$ cat src/rtl/rc5_key_mix.sv
// RC5 key-expansion mixing stage.
// Fills the S table with the P/Q magic sequence, then runs 3*max(T,C) mixing
// iterations over S and L (4 cycles each) and raises done once the final
// round-key table is in S RAM. Both RAMs are external, single-port, with
// registered read data; every output of this block is a register.
module rc5_key_mix #(
  parameter int           W = 32,
  parameter int           T = 26,
  parameter int           C = 4,
  parameter logic [W-1:0] P = 32'hB7E15163,
  parameter logic [W-1:0] Q = 32'h9E3779B9,
  localparam int          T_length = $clog2(T),
  localparam int          C_length = $clog2(C),
  localparam int          N = 3 * ((T > C) ? T : C)
) (
  input  logic                clk,
  input  logic                rst,
  input  logic                start,
  output logic [T_length-1:0] S_address,
  input  logic [W-1:0]        S_sub_i,
  output logic [W-1:0]        S_sub_i_prima,
  output logic                S_we,
  output logic [C_length-1:0] L_address,
  input  logic [W-1:0]        L_sub_i,
  output logic [W-1:0]        L_sub_i_prima,
  output logic                L_we,
  output logic                done
);

  localparam int LGW = $clog2(W);     // rotation amount width
  localparam int KW  = $clog2(T + 1); // init counter must reach T
  localparam int NW  = $clog2(N + 1); // iteration counter

  localparam logic [KW-1:0]       K_END  = KW'(T);
  localparam logic [T_length-1:0] I_LAST = T_length'(T - 1);
  localparam logic [C_length-1:0] J_LAST = C_length'(C - 1);
  localparam logic [NW-1:0]       N_LAST = NW'(N - 1);
  localparam logic [LGW-1:0]      ROT3   = LGW'(3);

  typedef enum logic [2:0] {
    IDLE, INIT, MIX_ADDR, MIX_READ, MIX_WS, MIX_WL, DONE
  } state_t;

  state_t              state;
  logic [W-1:0]        a_reg, b_reg;
  logic [W-1:0]        init_val;   // P + k*Q for the next INIT write
  logic [KW-1:0]       k;
  logic [T_length-1:0] i;
  logic [C_length-1:0] j;
  logic [NW-1:0]       n;

  logic [W-1:0] a_next, x_sum, b_next;

  // Rotate left through a doubled word; an amount of 0 returns x unchanged.
  function automatic logic [W-1:0] rotl(input logic [W-1:0] x,
                                        input logic [LGW-1:0] s);
    logic [2*W-1:0] t;
    t = {x, x} << s;
    return t[2*W-1:W];
  endfunction

  // Mixing datapath. In MIX_WL a_reg already holds the freshly written A.
  assign a_next = rotl(S_sub_i + a_reg + b_reg, ROT3);
  assign x_sum  = a_reg + b_reg;
  assign b_next = rotl(L_sub_i + x_sum, x_sum[LGW-1:0]);

  // Control FSM with registered RAM-port outputs.
  always_ff @(posedge clk) begin
    if (rst) begin
      state         <= IDLE;
      a_reg         <= '0;
      b_reg         <= '0;
      init_val      <= '0;
      k             <= '0;
      i             <= '0;
      j             <= '0;
      n             <= '0;
      S_address     <= '0;
      S_sub_i_prima <= '0;
      S_we          <= 1'b0;
      L_address     <= '0;
      L_sub_i_prima <= '0;
      L_we          <= 1'b0;
      done          <= 1'b0;
    end else begin
      case (state)
        IDLE, DONE: begin
          if (start) begin
            // First INIT write (S[0]=P) is presented right away so that the
            // T writes land on the T edges following start.
            state         <= INIT;
            done          <= 1'b0;
            L_we          <= 1'b0;
            S_address     <= '0;
            S_sub_i_prima <= P;
            S_we          <= 1'b1;
            k             <= KW'(1);
            init_val      <= P + Q;
          end else if (state == DONE) begin
            // Last L write lands on this edge; the table is final from here.
            done <= 1'b1;
            L_we <= 1'b0;
          end
        end
        INIT: begin
          if (k == K_END) begin
            S_we  <= 1'b0;
            state <= MIX_ADDR;
            a_reg <= '0;
            b_reg <= '0;
            i     <= '0;
            j     <= '0;
            n     <= '0;
          end else begin
            S_address     <= k[T_length-1:0];
            S_sub_i_prima <= init_val;
            init_val      <= init_val + Q;
            k             <= k + KW'(1);
          end
        end
        MIX_ADDR: begin
          S_address <= i;
          L_address <= j;
          S_we      <= 1'b0;
          L_we      <= 1'b0;
          state     <= MIX_READ;
        end
        MIX_READ: begin
          state <= MIX_WS;
        end
        MIX_WS: begin
          S_sub_i_prima <= a_next;
          S_we          <= 1'b1;
          a_reg         <= a_next;
          state         <= MIX_WL;
        end
        MIX_WL: begin
          // L address still points at j, so L_sub_i is L[j] here.
          S_we          <= 1'b0;
          L_sub_i_prima <= b_next;
          L_we          <= 1'b1;
          b_reg         <= b_next;
          i             <= (i == I_LAST) ? '0 : i + T_length'(1);
          j             <= (j == J_LAST) ? '0 : j + C_length'(1);
          n             <= n + NW'(1);
          state         <= (n == N_LAST) ? DONE : MIX_ADDR;
        end
        default: state <= IDLE;
      endcase
    end
  end

endmodule

$ cat config.mk
export PLATFORM = sky130hd
export DESIGN_NAME = rc5_key_mix
export DESIGN_NICKNAME = d
export VERILOG_FILES = /design/src/rtl/rc5_key_mix.sv
export SDC_FILE = /design/constraint.sdc
export NUM_CORES = 1
export LEC_CHECK = 0
export ABC_AREA = 1
export BUFFER_PORTS_ARGS = -buffer_cell sky130_fd_sc_hd__buf_2
export CORE_AREA = 2 2 234 282
export CTS_BUF_LIST = sky130_fd_sc_hd__clkbuf_4 sky130_fd_sc_hd__clkbuf_8
export DETAILED_ROUTE_END_ITERATION = 8
export DIE_AREA = 0 0 236 284
export PLACE_DENSITY = 0.4
export SLEW_MARGIN = 20
export SYNTH_ARGS = -nofsm -noshare
export SYNTH_HDL_FRONTEND = slang
export SYNTH_SLANG_ARGS = --single-unit
$ cat constraint.sdc
create_clock -name clk -period 9.22 [get_ports clk]
set_input_delay 0.461 -clock clk [delete_from_list [all_inputs] [get_ports clk]]
set_output_delay 0.461 -clock clk [all_outputs]
set_load 0.05 [all_outputs]
==> flow_metrics.py <==
metrics = {
    "detailed_routing": {
        "drt_first_pass_iters": 5,
        "dr_total_vias": 16656,
        "drtAntennaViolNets": 0,
        "dr.first_iter.drc_count": 929,
        "routed_wl_mm": 67.5,
        "drcViolationCount": 0,
        "vias_per_cell": 4.86,
        "wire_per_inst_um": 19.7,
    },
    "placement": {
        "place_congestion": 0.889,
        "hpwlAfterDp_mm": 55.6,
        "place_inst": 3391,
        "numPortBuffers": 140,
    },
    "clocking": {
        "cts_tree": "done",
        "path_clk_slew_ns": 0.11,
        "clk_latency_ns": 0.53,
        "cts_sinks": 192,
        "h-tree-depth": 4,
        "root_buffer": "clkbuf_8",
        "hold_buffers": 0,
        "cts_made_buffers": 17,
        "clockBufferDepth": 2,
        "post_cts_resized": 0,
        "post_cts_buffers": 0,
    },
    "grt": {
        "grt_pass1_vias": 16445,
        "grt_pass1_wl_mm": 102,
        "grt_overflow": 0,
        "grt_max_degree": 94,
        "antenna_found_initial": 8,
        "grtUsageTotal": 0.199,
    },
    "sta": {
        "fin_crit_sh": 0.564,
        "clock.fmax_mhz": 192,
        "worst-slew-pin-transition_ns": 1.11,
        "skew_ns": 0.0235,
        "min_period_ns": 5.20,
        "max_slew_margin": 0.258,
        "holdWs_ns": 0.321,
        "final_max_slew_viol_count": 0,
        "hold_viol": 0,
        "tns_ns": 0,
        "setup_viol": 0,
        "grt_setup_unrepaired": "false",
    },
    "critical_path": {
        "path_common_cell": "nand2_1",
        "cp_max_fo": 3,
        "end_kind": "flip-flop",
        "crit_required_ns": 9.59,
        "cp_slowest_stage_delay_ns": 0.45,
        "start_kind": "flip-flop",
        "worst_ep_arrival_time_ns": 5.57,
        "worst_path_max_delay_cell": "fa_1",
        "crit_type": "flip-flop to flip-flop",
    },
    "die": {
        "core_mm2": 0.0642,
        "io_pins": 141,
        "die_area_mm2": 0.0670,
        "die_x_um": 236,
        "die_h_um": 284,
        "initial_core_util": 0.249,
        "row_count": 102,
    },
    "cells_and_area": {
        "final_cells": 3424,
        "nets": 2783,
        "fill_cells": 7281,
        "mostFrequentLayoutCell": "nand2_1",
        "drive_gt1_frac": 0.113,
        "area_growth_syn_to_layout_pct": 12.1,
        "layout_common_cells": "nand2_1 (611), nand3_1 (339), inv_1 (299), a21oi_1 (296), dfxtp_1 (192)",
        "utilization": 0.279,
    },
    "logic_synthesis": {
        "syn-num-nets": 2690,
        "synth_top_family_by_area": "simple AND/OR/NAND/NOR gates",
        "synth-edff-count": 0,
        "synth_seq_cells": 192,
        "synth_mux_area_frac": 0.00125,
        "synthAdderAreaFrac": 0.124,
        "synthArstFlopShare": 0,
        "ys.flop_type": "dfxtp_1",
        "synth.lib_cells_used.distinct": 62,
        "netlist_area_mm2": 0.0160,
        "synth-xor-area-share": 0.0240,
        "syn_area_per_cell_um2": 6.43,
        "synth-compound-area-share": 0.168,
        "synth-simple-area-share": 0.345,
        "synth_warnings": 0,
        "synth-seq-area-share": 0.241,
        "synth_cells": 2485,
    },
    "power": {
        "finalPower_uw": 2380,
        "powerDensity_mw_per_mm2": 133,
        "p_leak_uw": 0.00866,
        "vdd_drop_max_v": 0.0000855,
    },
    "outcome": {
        "outcome": "finished clean",
    },
    "worst_hold_path": {
        "hp-class": "primary input to flip-flop",
    },
    "job": {
        "drv_cap": 0,
    },
}
[cell type report]
cell class	count	area [um^2]	area share
diodes	1	2.50	0.000140
clock buffers	18	241	0.0135
clock inverters	14	173	0.00964
inverters	313	1180	0.0657
multi-input cells	1898	10600	0.592
flip-flops and latches	192	3840	0.215
well taps	832	1040	0.0581
repair buffers	156	823	0.0460
[metrics by stage]
| stage | setup slack, ns | cell area [um^2] |
|---|---|---|
| after floorplan | 5.25 | 16000 |
| after global placement | 4.06 | 17500 |
| after detailed placement | 4.00 | 17500 |
| after CTS | 3.98 | 17900 |
| after global routing | 3.53 | 17900 |
| final | 4.02 | 17900 |
[Yosys cell counts, types with 6 or more instances]
| master | number | share of area |
|---|---|---|
| nand2_1 | 611 | 0.14 |
| nand3_1 | 339 | 0.11 |
| inv_1 | 299 | 0.070 |
| a21oi_1 | 296 | 0.093 |
| dfxtp_1 | 192 | 0.24 |
| nor2_1 | 126 | 0.030 |
| o21ai_0 | 110 | 0.034 |
| ha_1 | 104 | 0.081 |
| clkbuf_1 | 42 | 0.0099 |
| fa_1 | 34 | 0.043 |
| buf_2 | 28 | 0.0088 |
| nand3_2 | 28 | 0.018 |
| nand4_1 | 27 | 0.011 |
| xor2_1 | 25 | 0.014 |
| a31oi_1 | 23 | 0.0090 |
| nand2_2 | 18 | 0.0071 |
| or2_2 | 17 | 0.0067 |
| xnor2_1 | 17 | 0.0093 |
| nor3_1 | 15 | 0.0047 |
| inv_2 | 9 | 0.0021 |
| nor2_2 | 9 | 0.0035 |
| buf_4 | 8 | 0.0038 |
| o211ai_1 | 7 | 0.0033 |
| nand3b_1 | 6 | 0.0028 |
| o21ai_1 | 6 | 0.0019 |
| o22ai_1 | 6 | 0.0024 |
[where the power goes]
group          total (uW)  switching, uW  internal [uW]
sequential            966           66.9            899
combinational         812            576            236
clock                 604            373            231
total                2380           1020           1370
[path summary, 6_finish.rpt]
kind / startpoint / to / slack, ns / cells after the start
max: a_reg[0] / b_reg[0] / 4.02 / 30
min: start / L_we / 0.32 / 4
max reg2reg: a_reg[0] / b_reg[0] / 4.02 / 30
min reg2reg: S_address[4] / S_address[4] / 0.47 / 2
[worst max-delay path, delay by kind of cell, from the launching register on]
family                     cells  cell delay (ns)
DFF                            1             0.40
adders and majority gates      3             0.94
and+or+nand+nor               16             1.79
AOI/OAI and AO/OA              9             1.60
xor gates and xnor gates       1             0.26
buffers and inverters          1             0.05
[routing by layer]
metal	track usage	vias up	part of all wire
li1	-	8477	-
met1	0.242	7777	0.44
met2	0.355	309	0.49
met3	0.0204	81	0.026
met4	0.0877	12	0.045
met5	0	-	0.0010
[cells by family (layout without fill, tap and decap cells)]
| group | Yosys count | count (layout) |
|---|---|---|
| AOI/OAI and AO/OA | 494 | 494 |
| muxes | 2 | 2 |
| adders and majority gates | 138 | 138 |
| DFF | 192 | 192 |
| and+or+nand+nor | 1221 | 1221 |
| other | 0 | 1 |
| xor gates and xnor gates | 43 | 43 |
| buffers and inverters | 395 | 501 |
Note: power is estimated with default switching activity, not from simulation.
